==> src/rtl/controle_jogada_temporizada.sv <==
// controle_jogada_temporizada: control FSM for the ultimate tic-tac-toe datapath.
// It sequences the macro-board choice, the micro-cell choice, the register strobes
// and the turn change. It rotates through N players and rejects invalid moves.
// Optional build macro JOGADA_TIMEOUT_EN adds a per-selection timeout that forfeits the turn.
// Without the macro, the selection states wait indefinitely and timeout stays 0.
module controle_jogada_temporizada #(
  parameter int unsigned N_JOGADORES    = 2,
  parameter int unsigned JOG_W          = 1,
  parameter int unsigned TIMEOUT_CICLOS = 5000,
  parameter int unsigned TMR_W          = 13
) (
  input  logic             clock,
  input  logic             reset,
  input  logic             iniciar,
  input  logic             tem_jogada,
  input  logic             jogada_valida,
  input  logic             fim_jogo,
  input  logic             escolhe_macro,
  output logic             zeraR_macro,
  output logic             zeraR_micro,
  output logic             registraR_macro,
  output logic             registraR_micro,
  output logic             jogar_macro,
  output logic             jogar_micro,
  output logic [JOG_W-1:0] jogador_atual,
  output logic             erro_jogada,
  output logic             timeout,
  output logic             pronto,
  output logic [3:0]       db_estado
);

  typedef enum logic [3:0] {
    INICIAL        = 4'h0,
    PREPARACAO     = 4'h1,
    JOGA_MACRO     = 4'h2,
    REGISTRA_MACRO = 4'h3,
    JOGA_MICRO     = 4'h4,
    REGISTRA_MICRO = 4'h5,
    TROCA_JOGADOR  = 4'h6,
    DECIDE_MACRO   = 4'h7,
    ESTOURO        = 4'h8,
    FIM            = 4'hF
  } estado_t;

  estado_t eatual;
  estado_t eprox;
  logic    janela;
  logic    valida;
  logic    invalida;
  logic    expira;

  assign janela   = (eatual == JOGA_MACRO) || (eatual == JOGA_MICRO);
  assign valida   = janela && tem_jogada && jogada_valida;
  assign invalida = janela && tem_jogada && !jogada_valida;

`ifdef JOGADA_TIMEOUT_EN
  logic [TMR_W-1:0] timer;

  // Selection-window timer; restarts whenever the FSM is outside a window.
  always_ff @(posedge clock or posedge reset) begin
    if (reset)       timer <= '0;
    else if (janela) timer <= timer + TMR_W'(1);
    else             timer <= '0;
  end

  assign expira = janela && (timer == TMR_W'(TIMEOUT_CICLOS - 1));
`else
  logic [TMR_W-1:0] cfg_unused;
  assign cfg_unused = TMR_W'(TIMEOUT_CICLOS);
  assign expira     = 1'b0;
`endif

  // State register.
  always_ff @(posedge clock or posedge reset) begin
    if (reset) eatual <= INICIAL;
    else       eatual <= eprox;
  end

  // Next-state and Moore output decode; a valid move outranks expiry.
  always_comb begin
    eprox           = eatual;
    zeraR_macro     = 1'b0;
    zeraR_micro     = 1'b0;
    registraR_macro = 1'b0;
    registraR_micro = 1'b0;
    jogar_macro     = 1'b0;
    jogar_micro     = 1'b0;
    timeout         = 1'b0;
    pronto          = 1'b0;
    db_estado       = 4'h0;
    case (eatual)
      INICIAL: begin
        zeraR_macro = 1'b1;
        zeraR_micro = 1'b1;
        db_estado   = 4'h0;
        if (iniciar) eprox = PREPARACAO;
      end
      PREPARACAO: begin
        zeraR_macro = 1'b1;
        zeraR_micro = 1'b1;
        db_estado   = 4'h1;
        eprox       = JOGA_MACRO;
      end
      JOGA_MACRO: begin
        jogar_macro = 1'b1;
        db_estado   = 4'h2;
        if (valida)      eprox = REGISTRA_MACRO;
        else if (expira) eprox = ESTOURO;
      end
      REGISTRA_MACRO: begin
        registraR_macro = 1'b1;
        db_estado       = 4'h3;
        eprox           = JOGA_MICRO;
      end
      JOGA_MICRO: begin
        jogar_micro = 1'b1;
        db_estado   = 4'h4;
        if (valida)      eprox = REGISTRA_MICRO;
        else if (expira) eprox = ESTOURO;
      end
      REGISTRA_MICRO: begin
        registraR_micro = 1'b1;
        db_estado       = 4'h5;
        eprox           = TROCA_JOGADOR;
      end
      TROCA_JOGADOR: begin
        db_estado = 4'h6;
        eprox     = fim_jogo ? FIM : DECIDE_MACRO;
      end
      DECIDE_MACRO: begin
        zeraR_micro = 1'b1;
        db_estado   = 4'h7;
        eprox       = escolhe_macro ? PREPARACAO : REGISTRA_MACRO;
      end
      ESTOURO: begin
`ifdef JOGADA_TIMEOUT_EN
        timeout = 1'b1;
`endif
        db_estado = 4'h8;
        eprox     = TROCA_JOGADOR;
      end
      FIM: begin
        pronto    = 1'b1;
        db_estado = 4'hF;
        if (iniciar) eprox = INICIAL;
      end
      default: begin
        db_estado = 4'h0;
        eprox     = INICIAL;
      end
    endcase
  end

  // Player rotation: cleared in inicial, advanced once per troca_jogador.
  always_ff @(posedge clock or posedge reset) begin
    if (reset) begin
      jogador_atual <= '0;
    end else if (eatual == INICIAL) begin
      jogador_atual <= '0;
    end else if (eatual == TROCA_JOGADOR) begin
      if (jogador_atual == JOG_W'(N_JOGADORES - 1)) jogador_atual <= '0;
      else                                          jogador_atual <= jogador_atual + JOG_W'(1);
    end
  end

  // One-cycle pulse flagging a rejected selection.
  always_ff @(posedge clock or posedge reset) begin
    if (reset) erro_jogada <= 1'b0;
    else       erro_jogada <= invalida;
  end

endmodule

==> config.mk <==
export PLATFORM = sky130hd
export DESIGN_NAME = controle_jogada_temporizada
export DESIGN_NICKNAME = d
export VERILOG_FILES = /design/src/rtl/controle_jogada_temporizada.sv
export SDC_FILE = /design/constraint.sdc
export NUM_CORES = 1
export LEC_CHECK = 0
export ABC_AREA = 0
export CORE_MARGIN = 3
export CORE_UTILIZATION = 30
export DETAILED_ROUTE_END_ITERATION = 10
export PLACE_DENSITY = 0.63
export SETUP_SLACK_MARGIN = 0.3
export SYNTH_ARGS = -nofsm -noshare
export SYNTH_HDL_FRONTEND = slang
export SYNTH_SLANG_ARGS = --single-unit
==> constraint.sdc <==
create_clock -name clock -period 3.1 [get_ports clock]
set_input_delay 0.93 -clock clock [delete_from_list [all_inputs] [get_ports clock]]
set_output_delay 0.93 -clock clock [all_outputs]
set_load 0.02 [all_outputs]
==> metrics.md, run 1 <==
| Metric | Value |
|---|---|
| Run status | completed |
| List of most frequent post-synthesis cells | nor2_1 (9), a21oi_1 (8), nand2_1 (8), dfrtp_1 (6) |
| Root Driver | clkbuf_4 |
| Post-CTS clock slew at the launch and capture registers of the worst setup and hold paths | 50 ps |
| Fin worst setup slack | 345.2 ps |
| Antenna violation net count after detailed routing | 0 |
| Number of warning messages in the yosys log | 0 |
| Power density relative to cell area | 1130 nW/um^2 |
| Depth of the worst register-to-register path | 6 |
| Buffer depth of the longest clock path | 2 |
| Worst-case register-to-register setup slack | 1180 ps |
| Final Routed Wirelength | 1.308 mm |
| Seq/Total Area, Yosys | 29.48% |
| Worst r2r src | eatual[1] |
| Register bit total from synthesis | 6 |
| Wire length of the first global-routing pass | 2.166 mm |
| Crit Path Max Fanout | 21 |
| RSZ-0062 raised after global routing | yes |
| Number of standard-cell rows in the floorplan | 14 |
| Cells after synthesis | 69 |
| Sequential fraction of design power | 23.2% |
| Die X-Extent | 47.20 um |
| Hold path start | jogador_atual |
| Final period utilization | 88.86% |
| Number of antenna cells inserted | 0 |
| Syn avg cell area | 7.380 sq um |
| Clock skew after layout | 5.234 ps |
| Worst hold endpoint | jogador_atual |
| Number of max-cap violations | 0 |
| Crit end category | output pin |
| Buffers added on ports | 19 |
| Fraction of layout instances using a drive strength above 1 | 18.89% |
| Maximum number of pins on one net before global-route repair | 22 |
| Most frequent cell after synthesis | nor2_1 |
| Internal power | 0.0004483 W |
| Clock latency on the worst-skew pair | 250 ps |
| Antenna violations before repair | 0 |
| Number of buffers created by CTS | 3 |
| Clock net sink count | 6 |
| Total global routing overflow | 0 |
| RePlAce Congestion | 0.7001 |
| Post-place setup slack | 378.8 ps |
| Post-synthesis cell type with the largest combined area | dfrtp_1 |
| Cell types with the largest area share after synthesis | dfrtp_1 (29%), a21oi_1 (7.9%), nor2_1 (6.6%), nand2_1 (5.9%), a2111oi_4 (5.4%) |
| Worst Hold Depth | 2 |
| TritonCTS clock tree | built |
| Via Count | 567 |
| Sw power | 0.0004160 W |
| Count of nets after finishing | 99 |
| Crit path DAT | 1820 ps |
| Most used DFF post-synth | dfrtp_1 |
| Share of flip-flops with an asynchronous set or reset | 100.0% |
| Number of H-tree levels | 1 |
| Static Leakage | 0.3314 nW |
| Layout overhead on the synthesized area | 50.12% |
| DR iter-0 viols | 15 |
| Required @ worst endpoint | 2170 ps |
| Fmax | 363.0 MHz |
| Final hold violation count | 0 |
| Half-perimeter wire length after placement | 859.6 um |
| Clock period minus worst slack | 2755 ps |
| Number of enable-type register cells in the synthesized netlist | 0 |
| Number of global-route vias before repair | 451 |
| DRC violations left | 0 |
| Synthesized cell area | 509.2 sq um |
| Final Slew Violations | 0 |
| Top-area cell type share of the netlist area | 29.48% |
| Class of the most critical setup path | reg -> out |
| Worst min-delay path category | reg -> reg |
| Reg2reg end | eatual[1] |
| Unique masters post-synth | 28 |
| Gr usage total | 14.29% |
| Clock share of power | 8.5% |
| Average vias per placed instance | 5.349 |
| Proportion of power drawn by combinational gates | 68.4% |
| Critical Path Start Type | flip-flop |
| Average routed wire per standard cell | 12.34 um |
| Count of boundary I/O pins | 21 |
| Number of setup violations in the final report | 0 |
| Final sum of negative setup slack | 0 ps |
| Initial cell density of the core | 32.66% |
| Max rail drop VDD | 0.5142 mV |
| Detailed-router iteration count before antenna repair | 6 |
| Floorplan die area | 2228 sq um |
| Switching share of power | 48.13% |
| Post-Syn Nets | 76 |
| Area of the core | 1559 sq um |
| Overall die height | 47.20 um |
| Number of fill cells in the layout | 160 |
flip-flops by register name (all words and copies together), names as in the netlist:
register,flops
eatual,4
jogador_atual,1
erro_jogada,1
worst max-delay path, cell delays in order (launching register included):
cell,delay (ps)
dfrtp_4,570
nor3_2,230
a21oi_1,60
nor2b_1,110
clkdlybuf4s50_1,600
cells in the final DEF (no fill, tap or decap), drive strengths merged:
cell type,Yosys,layout
nor4,3,3
dlymetal6s2s,0,2
a21oi,8,8
clkdlybuf4s50,0,16
a31oi,1,1
o21bai,1,1
o22ai,1,1
and3,1,1
o31ai,1,1
buf,5,5
xnor2,1,1
o21ai,3,3
mux2,1,1
nand2,8,8
nand2b,1,1
clkbuf,2,4
o32ai,1,1
inv,4,4
a2111oi,1,1
nor3,4,4
nor2,9,9
and2,1,1
conb,1,1
nand3b,1,1
dlygate4sd2,0,1
dfrtp,6,6
nor3b,1,1
nor2b,1,1
a21boi,2,2
cell type report:
cell class / instances / area (sq um) / share of cell area, %
multi-input cells: 52 / 312.8 / 40.92
clock buffers: 3 / 22.52 / 2.946
repair buffers: 25 / 236.5 / 30.93
inverters: 4 / 15.01 / 1.964
flip-flops and latches: 6 / 157.7 / 20.62
well taps: 16 / 20.02 / 2.619
metal layers:
layer	track usage [%]	share of wire (%)	vias to the layer above
met5	0	0	-
met4	4.972	0.76	0
met3	6.897	5.9	3
met2	17.07	42	16
met1	21.51	51	267
li1	-	-	281
worst max path at each step:
stage	startpoint	to	slack, ps	depth (start not counted)
finish	eatual[2]	db_estado[3]	350	4
detailed placement	eatual[1]	jogar_macro	380	3
CTS	eatual[2]	db_estado[3]	300	4
global route	eatual[2]	db_estado[3]	220	4
global placement	eatual[0]	db_estado[3]	370	4
floorplan	eatual[2]	db_estado[2]	810	3
cell families after synthesis:
family | count (synthesis) | share of synthesized area [%]
AO/OA/AOI/OAI | 19 | 26.29
multiplexers | 1 | 2.211
AND/OR/NAND/NOR | 30 | 29.24
other | 1 | 0.7364
flip-flops | 6 | 29.48
XOR/XNOR | 1 | 1.720
buffers and inverters | 11 | 10.32
power groups by stage:
stage	Combinational [W]	Clock [W]	Sequential [W]
finish	0.000591	0.0000731	0.000200
global placement	0.000516	0	0.000216
floorplan	0.000400	0	0.000152
detailed placement	0.000517	0	0.000219
global route	0.000653	0.0000841	0.000212
CTS	0.000567	0.0000752	0.000201
through the flow:
stage                     instance area [sq um]  util (%)  std cells  hold slack, ps  total power [W]
after floorplan                           509.2         -         69           611.6        0.0005528
final                                     764.5     49.04        106           544.1        0.0008642
after global placement                    689.4     44.22         98           520.9        0.0007324
after detailed placement                  689.4     44.22         98           531.3        0.0007361
after CTS                                 737.0     47.27        104           544.6        0.0008432
after global routing                      764.5     49.04        106           602.9        0.0009493
what timing repair did:
item	in CTS	in global routing
hold buffers	0	0
endpoints found under the setup margin	9	8
buffers inserted	3	2
gates resized for setup	4	6
(Power assumes the default switching activity.)
==> run 2, diff against run 1 <==
--- a/config.mk
+++ b/config.mk
@@ -9,7 +9,8 @@
 export CORE_MARGIN = 3
 export CORE_UTILIZATION = 30
 export DETAILED_ROUTE_END_ITERATION = 10
-export PLACE_DENSITY = 0.63
+export DONT_BUFFER_PORTS = 1
+export PLACE_DENSITY = 0.49
 export SETUP_SLACK_MARGIN = 0.3
 export SYNTH_ARGS = -nofsm -noshare
 export SYNTH_HDL_FRONTEND = slang
==> constraint.sdc (replaced) <==
create_clock -name clock -period 2.45 [get_ports clock]
set_input_delay 0.735 -clock clock [delete_from_list [all_inputs] [get_ports clock]]
set_output_delay 0.735 -clock clock [all_outputs]
set_load 0.02 [all_outputs]
==> run 2 against run 1 <==
Compared with the run above: register-to-register slack got worse by 480 ps; final area fell by 19%; critical endpoint unchanged; worst hold slack got worse by 260 ps; power rose by 15%; largest cell class unchanged; flip-flop and latch count did not move; worst setup slack got worse by 8.2 ps; critical path type unchanged; cell count fell by 14%.
==> metrics.md, run 2 (same netlist as run 1, synthesis figures left out) <==
| Metric | Value |
|---|---|
| Crit path DAT | 1380 ps |
| Antenna violation net count after detailed routing | 0 |
| Fin worst setup slack | 337.0 ps |
| RSZ-0062 raised after global routing | yes |
| Crit end category | output pin |
| Buffers added on ports | 0 |
| Number of standard-cell rows in the floorplan | 14 |
| Run status | completed |
| Number of buffers created by CTS | 3 |
| RePlAce Congestion | 0.6638 |
| Max FFs per register | 4 |
| Number of antenna cells inserted | 0 |
| Gr usage total | 12.92% |
| DRC violations left | 0 |
| Non-filler cells in the finished layout | 91 |
| Buffer depth of the longest clock path | 2 |
| Initial cell density of the core | 32.66% |
| Overall die height | 47.20 um |
| Final Slew Violations | 0 |
| Slowest cell delay on critical path | 580 ps |
| Number of H-tree levels | 1 |
| TritonCTS clock tree | built |
| Power density relative to cell area | 1608 nW/um^2 |
| Antenna violations before repair | 0 |
| Multi-input combinational cell area | 322.8 sq um |
| Floorplan die area | 2228 sq um |
| Die X-Extent | 47.20 um |
| Clock period minus worst slack | 2113 ps |
| Clock skew after layout | 10.05 ps |
| Max rail drop VDD | 0.6131 mV |
| Fin Hold WS | 286.8 ps |
| Static Leakage | 0.2508 nW |
| Number of setup violations in the final report | 0 |
| CP max stage cell | dfrtp_4 |
| Buffers and inverters on the worst path | 0 |
| Clock net sink count | 6 |
| Most frequent cells in the layout | buf_4 (10), nand2_1 (8), a21oi_1 (7), nor2_1 (7), inv_1 (4) |
| Area of the core | 1559 sq um |
| Average routed wire per standard cell | 13.73 um |
| Clock latency on the worst-skew pair | 260 ps |
| Fraction of layout instances using a drive strength above 1 | 32.00% |
| Via Count | 479 |
| Layout overhead on the synthesized area | 20.88% |
| Count of nets after finishing | 84 |
| Average vias per placed instance | 5.264 |
| Worst r2r src | eatual[1] |
| Registers with the most flip-flops | eatual x4, erro_jogada x1, jogador_atual x1 |
| Maximum number of pins on one net before global-route repair | 23 |
| Register area | 160.2 sq um |
| DR iter-0 viols | 9 |
| Class of the most critical setup path | reg -> out |
| Post-place setup slack | 365.6 ps |
| Final hold violation count | 0 |
| Worst min-delay path category | in -> async |
| Most flop-heavy register | eatual |
| Final Routed Wirelength | 1.249 mm |
| Post-Place Cells | 85 |
| Final period utilization | 86.24% |
| Number of fill cells in the layout | 159 |
| Fmax | 473.3 MHz |
| Count of boundary I/O pins | 21 |
| Root Driver | clkbuf_4 |
| Cell-by-cell trace of the critical path | nor3_2 -> a21oi_1 -> nor2b_2 |
| Half-perimeter wire length after placement | 831.1 um |
| Critical Path Start Type | flip-flop |
| Wire length of the first global-routing pass | 1.904 mm |
| Delay-heaviest family, CP | flip-flops |
| Detailed-router iteration count before antenna repair | 4 |
| Crit Path Max Fanout | 21 |
| Worst setup path startpoint | eatual[2] |
| Most frequent standard cell in the layout excluding fill and tap cells | buf_4 |
| Required @ worst endpoint | 1710 ps |
| Final sum of negative setup slack | 0 ps |
| Post-CTS clock slew at the launch and capture registers of the worst setup and hold paths | 60 ps |
| Total global routing overflow | 0 |
| Number of global-route vias before repair | 370 |
| Number of max-cap violations | 0 |
## run 2: cell types whose count changed in the layout (fill, tap and decap cells not counted), sizes merged
cell,before,now
buf,5,10
dlymetal6s2s,2,0
dlygate4sd2,1,0
clkbuf,4,3
clkdlybuf4s50,16,0
## run 2: repair_timing
item                                    4_1_cts  5_1_grt
endpoints found under the setup margin        8        7
buffers inserted                              0        3
hold buffers                                  0        0
resized for setup                             6        5
## run 2: routing by layer
layer,track usage (%),vias to the layer above,share of wire (%)
met5,0,-,0
met4,8.287,0,1.8
met3,5.364,2,5.9
met2,15.99,12,48
met1,17.87,213,44
li1,-,252,-
## run 2: stage by stage
stage | total power (W) | utilization, % | instance area (sq um)
2_1_floorplan | 0.0006995 | - | 509.2
3_3_place_gp | 0.0008216 | 34.91 | 544.3
3_5_place_dp | 0.0008211 | 34.91 | 544.3
4_1_cts | 0.0009420 | 37.08 | 578.1
5_1_grt | 0.001080 | 39.49 | 615.6
6_report | 0.0009901 | 39.49 | 615.6
## run 2: final timing paths
kind,depth (start not counted),endpoint,slack [ps]
min in group clock,1,erro_jogada,550
setup reg to reg,5,eatual[1],700
setup / recovery,3,db_estado[3],340
hold reg to reg,2,jogador_atual,650
hold / removal,1,eatual[2],290
max in group asynchronous,1,eatual[3],1910
## run 2: cell type report
type	instances	share of cell area, %
tap	16	3.252
clock buffer	3	3.659
timing repair buffer	10	12.20
inverter	4	2.439
sequential	6	26.02
multi-input combinational	52	52.44
## run 2: power breakdown
group          internal, W  switching, W
Sequential        0.000152      0.000120
Clock            0.0000562     0.0000464
Combinational     0.000265      0.000350
## run 2: worst register-to-register path: stages, from the launching register on
cell	delay [ps]
dfrtp_2	470
buf_4	170
xnor2_1	150
a2111oi_4	350
o21bai_1	160
mux2_1	340
==> run 3, diff against run 2 <==
==> constraint.sdc (replaced) <==
create_clock -name clock -period 2.45 [get_ports clock]
set_input_delay 0.735 -clock clock [delete_from_list [all_inputs] [get_ports clock]]
set_output_delay 0.735 -clock clock [all_outputs]
set_load 0.01 [all_outputs]
==> run 3 against run 2 <==
Compared with the run above: clock-buffer cell count stayed put; routed wire length is 3.1% lower; combinational power is 24% lower; via count is 2.9% lower; flip-flop and latch count stayed put; worst setup slack better by 51 ps; first-iteration DRC count is 78% higher; sequential share of layout area is 2.5 points higher; clock power is 16% lower; worst hold slack better by 10 ps; critical path type unchanged.
==> metrics.md, run 3 (same netlist as run 1, synthesis figures left out) <==
| Metric | Value |
|---|---|
| Worst-case register-to-register setup slack | 670 ps |
| Antenna violation net count after detailed routing | 0 |
| Final period utilization | 84.16% |
| Worst min-delay path category | in -> async |
| Most flop-heavy register | eatual |
| Clock skew after layout | 0.6793 ps |
| Multi-input combinational cell area | 320.3 sq um |
| Crit end category | output pin |
| Run status | completed |
| Post-CTS clock slew at the launch and capture registers of the worst setup and hold paths | 40 ps |
| Final hold violation count | 0 |
| Max rail drop VDD | 0.6618 mV |
| DRC violations left | 0 |
| Initial cell density of the core | 32.66% |
| Power density relative to cell area | 1501 nW/um^2 |
| Die X-Extent | 47.20 um |
| Root Driver | clkbuf_4 |
| Area of the core | 1559 sq um |
| Antenna violations before repair | 0 |
| Maximum number of pins on one net before global-route repair | 22 |
| Overall die height | 47.20 um |
| Register area | 156.4 sq um |
| Detailed-router iteration count before antenna repair | 4 |
| Most frequent cells in the layout | nor2_1 (9), a21oi_1 (8), nand2_1 (8) |
| Crit path DAT | 1330 ps |
| Average vias per placed instance | 5.602 |
| Fmax | 485.0 MHz |
| Clock net sink count | 6 |
| Floorplan die area | 2228 sq um |
| Half-perimeter wire length after placement | 898.9 um |
| Count of boundary I/O pins | 21 |
| Required @ worst endpoint | 1710 ps |
| Fin worst setup slack | 388.0 ps |
| Critical Path Start Type | flip-flop |
| Post-CTS Hold Fix Bufs | 0 |
| Final sum of negative setup slack | 0 ps |
| Worst r2r src | eatual[2] |
| Number of antenna cells inserted | 0 |
| Clock latency on the worst-skew pair | 240 ps |
| Depth of the worst register-to-register path | 4 |
| Number of buffers created by CTS | 3 |
| Post-place setup slack | 436.7 ps |
| RSZ-0062 raised after global routing | yes |
| Max FFs per register | 4 |
| RePlAce Congestion | 0.7331 |
| DR iter-0 viols | 16 |
| Buffer depth of the longest clock path | 2 |
| Total setup buffers inserted after CTS | 0 |
| Final Routed Wirelength | 1.210 mm |
| Buffers added on ports | 0 |
| Wire length of the first global-routing pass | 1.959 mm |
| Static Leakage | 0.2136 nW |
| Total global routing overflow | 0 |
| Average routed wire per standard cell | 14.58 um |
| Number of global-route vias before repair | 412 |
| Class of the most critical setup path | reg -> out |
| Fraction of layout instances using a drive strength above 1 | 16.42% |
| Number of standard-cell rows in the floorplan | 14 |
| Number of max-cap violations | 0 |
| Number of setup violations in the final report | 0 |
| Most frequent standard cell in the layout excluding fill and tap cells | nor2_1 |
| Via Count | 465 |
| Clock period minus worst slack | 2062 ps |
| Reg2reg end | eatual[1] |
| TritonCTS clock tree | built |
| Count of nets after finishing | 76 |
| Layout overhead on the synthesized area | 7.863% |
| Number of H-tree levels | 1 |
| Crit Path Max Fanout | 13 |
| Number of fill cells in the layout | 175 |
| Final Slew Violations | 0 |
| Gr usage total | 12.78% |
| Registers with the most flip-flops | eatual x4, erro_jogada x1, jogador_atual x1 |
==> run 3: report_power, final <==
| part | total [W] | switching, W | internal [W] |
|---|---|---|---|
| clock | 0.0000866 | 0.0000315 | 0.0000551 |
| sequential | 0.000273 | 0.000123 | 0.000150 |
| combinational | 0.000465 | 0.000277 | 0.000188 |
| total | 0.000824 | 0.000431 | 0.000393 |
==> run 3: through the flow <==
stage	std cells	hold WS, ps	instance area, sq um	util [%]	power (W)
finish	83	296.9	549.3	35.23	0.0008243
global route	83	290.5	549.3	35.23	0.0009248
CTS	83	295.1	540.5	34.67	0.0008215
detailed placement	80	554.7	506.7	32.50	0.0007088
global placement	80	555.3	506.7	32.50	0.0007064
floorplan	69	526.0	509.2	-	0.0006310
==> run 3: worst max-delay path by stage <==
stage / start / cells after the start / endpoint
after floorplan: eatual[2] / 3 / db_estado[2]
after global placement: eatual[2] / 2 / jogar_micro
after detailed placement: eatual[2] / 2 / jogar_micro
after CTS: eatual[0] / 3 / db_estado[3]
after global routing: eatual[1] / 3 / registraR_micro
final: eatual[1] / 3 / registraR_micro
==> run 3: worst max-delay path, stage by stage (launching register included) <==
cell	delay (ps)
dfrtp_2	490
inv_1	240
nand2_1	120
nor2_1	240
==> run 3: per-layer routing <==
metal | global-route usage [%] | up-vias | share of wire [%] | wire length (um)
li1 | - | 235 | - | -
met1 | 17.95 | 218 | 44 | 537
met2 | 17.34 | 12 | 50 | 601
met3 | 6.130 | 0 | 6.0 | 72
met4 | 3.315 | 0 | 0 | 0
met5 | 0 | - | 0 | 0
==> run 3: final cells by class <==
cell class / instances / area share, %
multi-input combinational: 52 / 58.31
inverter: 4 / 2.733
sequential: 6 / 28.47
timing repair buffer: 2 / 2.733
tap: 16 / 3.645
clock buffer: 3 / 4.100
==> run 3: repair_timing <==
| action | in CTS | in global routing |
|---|---|---|
| setup endpoints to repair | 5 | 6 |
| resized for setup | 3 | 3 |
| pin swaps | 0 | 0 |
